===== config.mk =====
export PLATFORM = sky130hd
export DESIGN_NAME = cache_ctrl
export DESIGN_NICKNAME = d
export VERILOG_FILES = /design/src/rtl/cache_types.sv /design/src/rtl/cache_victim_sel.sv /design/src/rtl/cache_ctrl.sv
export SDC_FILE = /design/constraint.sdc
export NUM_CORES = 1
export LEC_CHECK = 0
export ABC_AREA = 1
export BUFFER_PORTS_ARGS = -buffer_cell sky130_fd_sc_hd__buf_2
export CORE_MARGIN = 4
export CORE_UTILIZATION = 35
export DETAILED_ROUTE_END_ITERATION = 6
export HOLD_SLACK_MARGIN = 0.12
export PLACE_DENSITY = 0.76
export SETUP_SLACK_MARGIN = 0.05
export SLEW_MARGIN = 20
export SYNTH_ARGS = -nofsm -noshare
export SYNTH_HDL_FRONTEND = slang
export SYNTH_SLANG_ARGS = --single-unit

===== constraint.sdc =====
create_clock -name clk -period 1.3 [get_ports clk]
set_input_delay 0.13 -clock clk [delete_from_list [all_inputs] [get_ports clk]]
set_output_delay 0.13 -clock clk [all_outputs]
set_load 0.005 [all_outputs]

===== src/rtl/cache_types.sv =====
// ============================================================================
// Module      : cache_types (package)
// Description : Shared way codes, controller state encoding and way helpers
//               for the 4-way, 16-set write-back data cache.
// Revision    : 1.0 - initial release
// ============================================================================
`default_nettype none

package cache_types;

  localparam int c_sets  = 16;
  localparam int c_ways  = 4;
  localparam int c_set_w = $clog2(c_sets);

  typedef enum logic [1:0] {
    Way_A = 2'd0,
    Way_B = 2'd1,
    Way_C = 2'd2,
    Way_D = 2'd3
  } way_t;

  typedef enum logic [2:0] {
    S_IDLE      = 3'd0,
    S_COMPARE   = 3'd1,
    S_WRITEBACK = 3'd2,
    S_ALLOCATE  = 3'd3,
    S_STALL     = 3'd4
  } ctrl_state_t;

  // Lowest set bit wins, so an illegal multi-hit still resolves deterministically.
  function automatic logic [1:0] onehot_to_way(input logic [c_ways-1:0] oh);
    logic [1:0] w;
    w = 2'd0;
    for (int i = c_ways - 1; i >= 0; i--) begin
      if (oh[i]) w = 2'(i);
    end
    return w;
  endfunction

  function automatic logic [c_ways-1:0] way_to_onehot(input logic [1:0] w);
    return c_ways'(1) << w;
  endfunction

endpackage

`default_nettype wire


===== src/rtl/cache_victim_sel.sv =====
// ============================================================================
// Module      : cache_victim_sel
// Description : Combinational replacement-way choice. With
//               CACHE_INVALID_FIRST_EN defined an invalid way is preferred.
// Revision    : 1.0 - initial release
// ============================================================================
`default_nettype none

module cache_victim_sel
  import cache_types::*;
(
  input  logic [c_ways-1:0] way_valid,
  input  logic [1:0]        plru_way_replace,
  output logic [1:0]        victim
);

`ifdef CACHE_INVALID_FIRST_EN
  always_comb begin
    victim = plru_way_replace;
    for (int i = c_ways - 1; i >= 0; i--) begin
      if (!way_valid[i]) victim = 2'(i);
    end
  end
`else
  logic w_unused_valid;

  assign w_unused_valid = ^way_valid;
  assign victim         = plru_way_replace;
`endif

endmodule

`default_nettype wire


===== src/rtl/cache_ctrl.sv =====
// ============================================================================
// Module      : cache_ctrl
// Description : Sequencing FSM for the 4-way write-back data cache: compare,
//               writeback, allocate and re-read. Option: CACHE_INVALID_FIRST_EN.
// Revision    : 1.0 - initial release
// ============================================================================
`default_nettype none

module cache_ctrl
  import cache_types::*;
#(
  parameter int NUM_SETS = c_sets,
  parameter int NUM_WAYS = c_ways,
  localparam int SET_W   = $clog2(NUM_SETS)
) (
  input  logic                clk,
  input  logic                rst,
  input  logic                ufp_req,
  input  logic                ufp_write,
  input  logic [SET_W-1:0]    ufp_set,
  input  logic [NUM_WAYS-1:0] way_hit,
  input  logic [NUM_WAYS-1:0] way_valid,
  input  logic [NUM_WAYS-1:0] way_dirty,
  input  logic [1:0]          plru_way_replace,
  output logic [1:0]          plru_way_visit,
  output logic                plru_update,
  output logic [SET_W-1:0]    plru_set,
  output logic                arr_en,
  output logic [NUM_WAYS-1:0] arr_we,
  output logic                arr_fill,
  output logic                arr_dirty_val,
  output logic [1:0]          victim_way,
  output logic                dfp_read,
  output logic                dfp_write,
  output logic                dfp_addr_sel,
  input  logic                dfp_resp,
  output logic                ufp_resp
);

  ctrl_state_t r_state;
  logic [1:0]  r_victim;
  logic [1:0]  w_victim;
  logic [1:0]  w_hit_way;
  logic        w_hit_any;
  logic        w_victim_dirty;

  cache_victim_sel u_victim_sel (
    .way_valid        (way_valid),
    .plru_way_replace (plru_way_replace),
    .victim           (w_victim)
  );

  assign w_hit_any      = |way_hit;
  assign w_hit_way      = onehot_to_way(way_hit);
  assign w_victim_dirty = way_valid[w_victim] & way_dirty[w_victim];
  assign plru_set       = ufp_set;
  assign victim_way     = r_victim;

  always_ff @(posedge clk or negedge rst) begin
    if (!rst) begin
      r_state  <= S_IDLE;
      r_victim <= 2'd0;
    end else begin
      case (r_state)
        S_IDLE: begin
          if (ufp_req) r_state <= S_COMPARE;
        end
        S_COMPARE: begin
          if (w_hit_any) begin
            r_state <= S_IDLE;
          end else begin
            r_victim <= w_victim;
            r_state  <= w_victim_dirty ? S_WRITEBACK : S_ALLOCATE;
          end
        end
        S_WRITEBACK: begin
          if (dfp_resp) r_state <= S_ALLOCATE;
        end
        S_ALLOCATE: begin
          if (dfp_resp) r_state <= S_STALL;
        end
        S_STALL: begin
          r_state <= S_COMPARE;
        end
        default: begin
          r_state <= S_IDLE;
        end
      endcase
    end
  end

  // The hit path must respond in the compare cycle, so decode is combinational on state.
  always_comb begin
    ufp_resp       = 1'b0;
    plru_update    = 1'b0;
    plru_way_visit = 2'd0;
    arr_en         = 1'b0;
    arr_we         = '0;
    arr_fill       = 1'b0;
    arr_dirty_val  = 1'b0;
    dfp_read       = 1'b0;
    dfp_write      = 1'b0;
    dfp_addr_sel   = 1'b0;
    case (r_state)
      S_IDLE: begin
        arr_en = ufp_req & rst;
      end
      S_COMPARE: begin
        if (w_hit_any) begin
          ufp_resp       = 1'b1;
          plru_update    = 1'b1;
          plru_way_visit = w_hit_way;
          if (ufp_write) begin
            arr_we        = way_to_onehot(w_hit_way);
            arr_dirty_val = 1'b1;
          end
        end
      end
      S_WRITEBACK: begin
        dfp_write    = 1'b1;
        dfp_addr_sel = 1'b1;
      end
      S_ALLOCATE: begin
        dfp_read = 1'b1;
        if (dfp_resp) begin
          arr_we   = way_to_onehot(r_victim);
          arr_fill = 1'b1;
        end
      end
      S_STALL: begin
        arr_en = 1'b1;
      end
      default: begin
      end
    endcase
  end

  a_hit_onehot: assert property (@(posedge clk) disable iff (!rst)
    (r_state == S_COMPARE) |-> $onehot0(way_hit));

endmodule

`default_nettype wire

==> summary.md <==
| Metric | Value |
|---|---|
| Outcome | finished, violations left |
| Violated checks | setup timing |
| Synthesized area | 475 um^2 |
| CTS Buf Count | 3 |
| Unique masters post-synth | 16 |
| Dominant cell type by area after synthesis | dfrtp_1 |
| Flop pwr share | 0.227 |
| Final wirelength | 1850 um |
| Post-route cell area | 887 um^2 |
| Setup TNS | -1.21 ns |
| Synthesized net count | 102 |
| Hold crit path type | in2reg |
| Critical path required time | 1.17 ns |
| RSZ-0062 raised after global routing | yes |
| Vias in the first global route | 594 |
| Final min period | 1.45 ns |
| Gr usage total | 0.168 |
| Crit end category | primary output |
| WP data arrival | 1.32 ns |
| IO Port Bufs | 34 |
| Placer congestion estimate | 0.956 |
| Final WS setup | -0.150 ns |
| Most frequent cell after synthesis | nand2_1 |
| Commonest cells post-synth | 22 x nand2_1, 12 x inv_1, 11 x nor2_1, 6 x buf_4, 6 x nand3_1 |
| Post-synth top flop | dfrtp_1 |
| Die area | 2010 um^2 |
| Vias after detailed routing | 682 |
| 1st-iter DRT viols | 14 |
| Worst-Margin Slew | 0.497 ns |
| First-pass GRT wire length | 2420 um |
| Yosys reg bits | 5 |
| Antenna Nets Post-Route | 0 |
| H-Tree Depth | 1 |
| R2R depth | 8 |
| Largest net degree at the start of global routing | 7 |
| Max-slew headroom | 0.666 |
| IO Pins | 43 |
| Seq/Total Area, Yosys | 0.263 |
| Cell Pwr Density | 1690 nW/um^2 |
| Hold_sp | plru_way_replace[1] |
| Remaining global-route overflow | 0 |
| Fmax | 690 MHz |
| Comb pwr share | 0.653 |
| Final setup vio count | 16 |
| DR vias/cell | 4.80 |
| Worst reg2reg path startpoint | r_state[1] |
| Final Hold Viols | 0 |
| Max VDD drop | 0.792 mV |
| CP startpoint | r_state[1] |
| Crit start category | flop |
| Clock transition at path regs | 0.05 ns |
| Clk_lat worst skew | 0.24 ns |
| Leak pwr | 0.503 nW |
| Drt drc | 0 |
| Hold Crit Depth | 3 |
| Mapped Cells | 79 |
| CTS tree | yes |
| WL/cell | 13.0 um |
| Reg2Reg Setup Slack | -0.11 ns |
| Mean Syn Cell Area | 6.02 um^2 |
| Final core utilization | 0.690 |
| CP Max Fanout | 4 |
| CTS max path bufs | 2 |
| Pre-CTS setup slack | 0.0587 ns |
| Clock power frac | 0.121 |
| Initial DRT Pass Iterations | 4 |
| Ratio of cells with drive above 1 in the final layout | 0.575 |
| # nets final | 151 |
| Area Overhead vs Synth | 86.6% |
| Area contributors post-synth | dfrtp_1 26%, nand2_1 17%, buf_4 9.5% |
| Yosys Warn Count | 0 |
| # clock sinks | 5 |
| Core area | 1280 um^2 |
| Max Transition Viols Final | 0 |
| Root buffer cell | clkbuf_4 |
| N_diodes | 0 |
| Asr flop ratio synth | 1.00 |
| Sw frac | 0.448 |
| Crit Path Category | reg2out |
| Hpwl dp | 1050 um |
| Worst Clk Skew | 0.00291 ns |
| Maxcap violations | 0 |
| Antenna violations before repair | 0 |
| Rows | 13 |
| Int Pwr | 0.829 mW |
| Placed Area | 619 um^2 |
| Fin crit share | 1.12 |
| Net Switching | 0.672 mW |
| Post-synth top area share | 0.263 |
| Die Width | 44.9 um |
| Post-synth EDFFs | 0 |
| Starting Density | 0.370 |
| Die H | 44.9 um |
## worst paths after layout
kind	end
max in group asynchronous	r_state[1]
setup / recovery	arr_we[1]
hold reg to reg	victim_way[0]
min in group asynchronous	r_state[2]
hold / removal	victim_way[1]
setup reg to reg	r_state[1]
## placed cells by master, fill, tap and decap left out
cell type,instances
dfrtp_1,3
a21boi_0,1
inv_2,2
nand2_1,19
nor2_4,5
buf_6,5
o21ai_1,5
nor3_4,1
nand3_4,2
a21oi_2,1
dlygate4sd3_1,1
o21ai_0,2
dfrtp_2,2
clkbuf_4,3
clkbuf_1,1
inv_1,9
o22ai_2,2
nand3_1,5
inv_4,2
nand2_4,1
nor2_1,8
nand2_2,2
buf_4,12
nand3_2,1
buf_2,32
## cell families after synthesis
family / after synthesis / synth area share
AND/OR/NAND/NOR: 44 / 0.413
buffers and inverters: 19 / 0.197
AO/OA/AOI/OAI: 11 / 0.126
flip-flops: 5 / 0.263
## critical path, stage by stage, from the launching register on
cell and delay [ns]:
dfrtp_2 0.44, inv_2 0.10, nand3_4 0.11, inv_4 0.09
nand2_4 0.06, o22ai_2 0.15, buf_2 0.14
## timing repair
| item | CTS | global route |
|---|---|---|
| pin swaps | 3 | 5 |
| gates resized for setup | 18 | 16 |
| endpoints found under the hold margin | 5 | 0 |
| setup endpoints to repair | 12 | 18 |
| hold buffers | 1 | 0 |
| setup buffers | 7 | 9 |
## final cells by class
cell class / count / area, um^2
multi-input combinational: 55 / 344
timing repair buffer: 50 / 317
tap: 15 / 18.8
sequential: 5 / 128
inverter: 13 / 53.8
fill: 105 / 398
clock buffer: 4 / 26.3
## power groups by stage
stage	combinational [mW]	clock [mW]	sequential, mW
detailed placement	0.523	0	0.289
finish	0.980	0.181	0.340
global placement	0.509	0	0.288
CTS	0.753	0.188	0.322
floorplan	0.344	0	0.284
global route	1.06	0.199	0.350
## state kept, by name, summed over array words and instances (netlist names)
| register | cells |
|---|---|
| r_state | 3 |
| victim_way | 2 |
## through the flow
stage / instances / hold slack (ns) / power [mW]
after floorplan: 79 / -0.166 / 0.628
after global placement: 122 / -0.0455 / 0.797
after detailed placement: 122 / -0.0466 / 0.812
after CTS: 134 / 0.121 / 1.26
after global routing: 142 / 0.159 / 1.61
final: 142 / 0.128 / 1.50
## layer usage
metal / wire length [um] / vias to the layer above / global-route usage
li1: - / 339 / -
met1: 679 / 305 / 0.170
met2: 985 / 34 / 0.307
met3: 143 / 4 / 0.0359
met4: 37 / 0 / 0.111
met5: 0 / - / 0
Power figures use the tool's default switching activity.
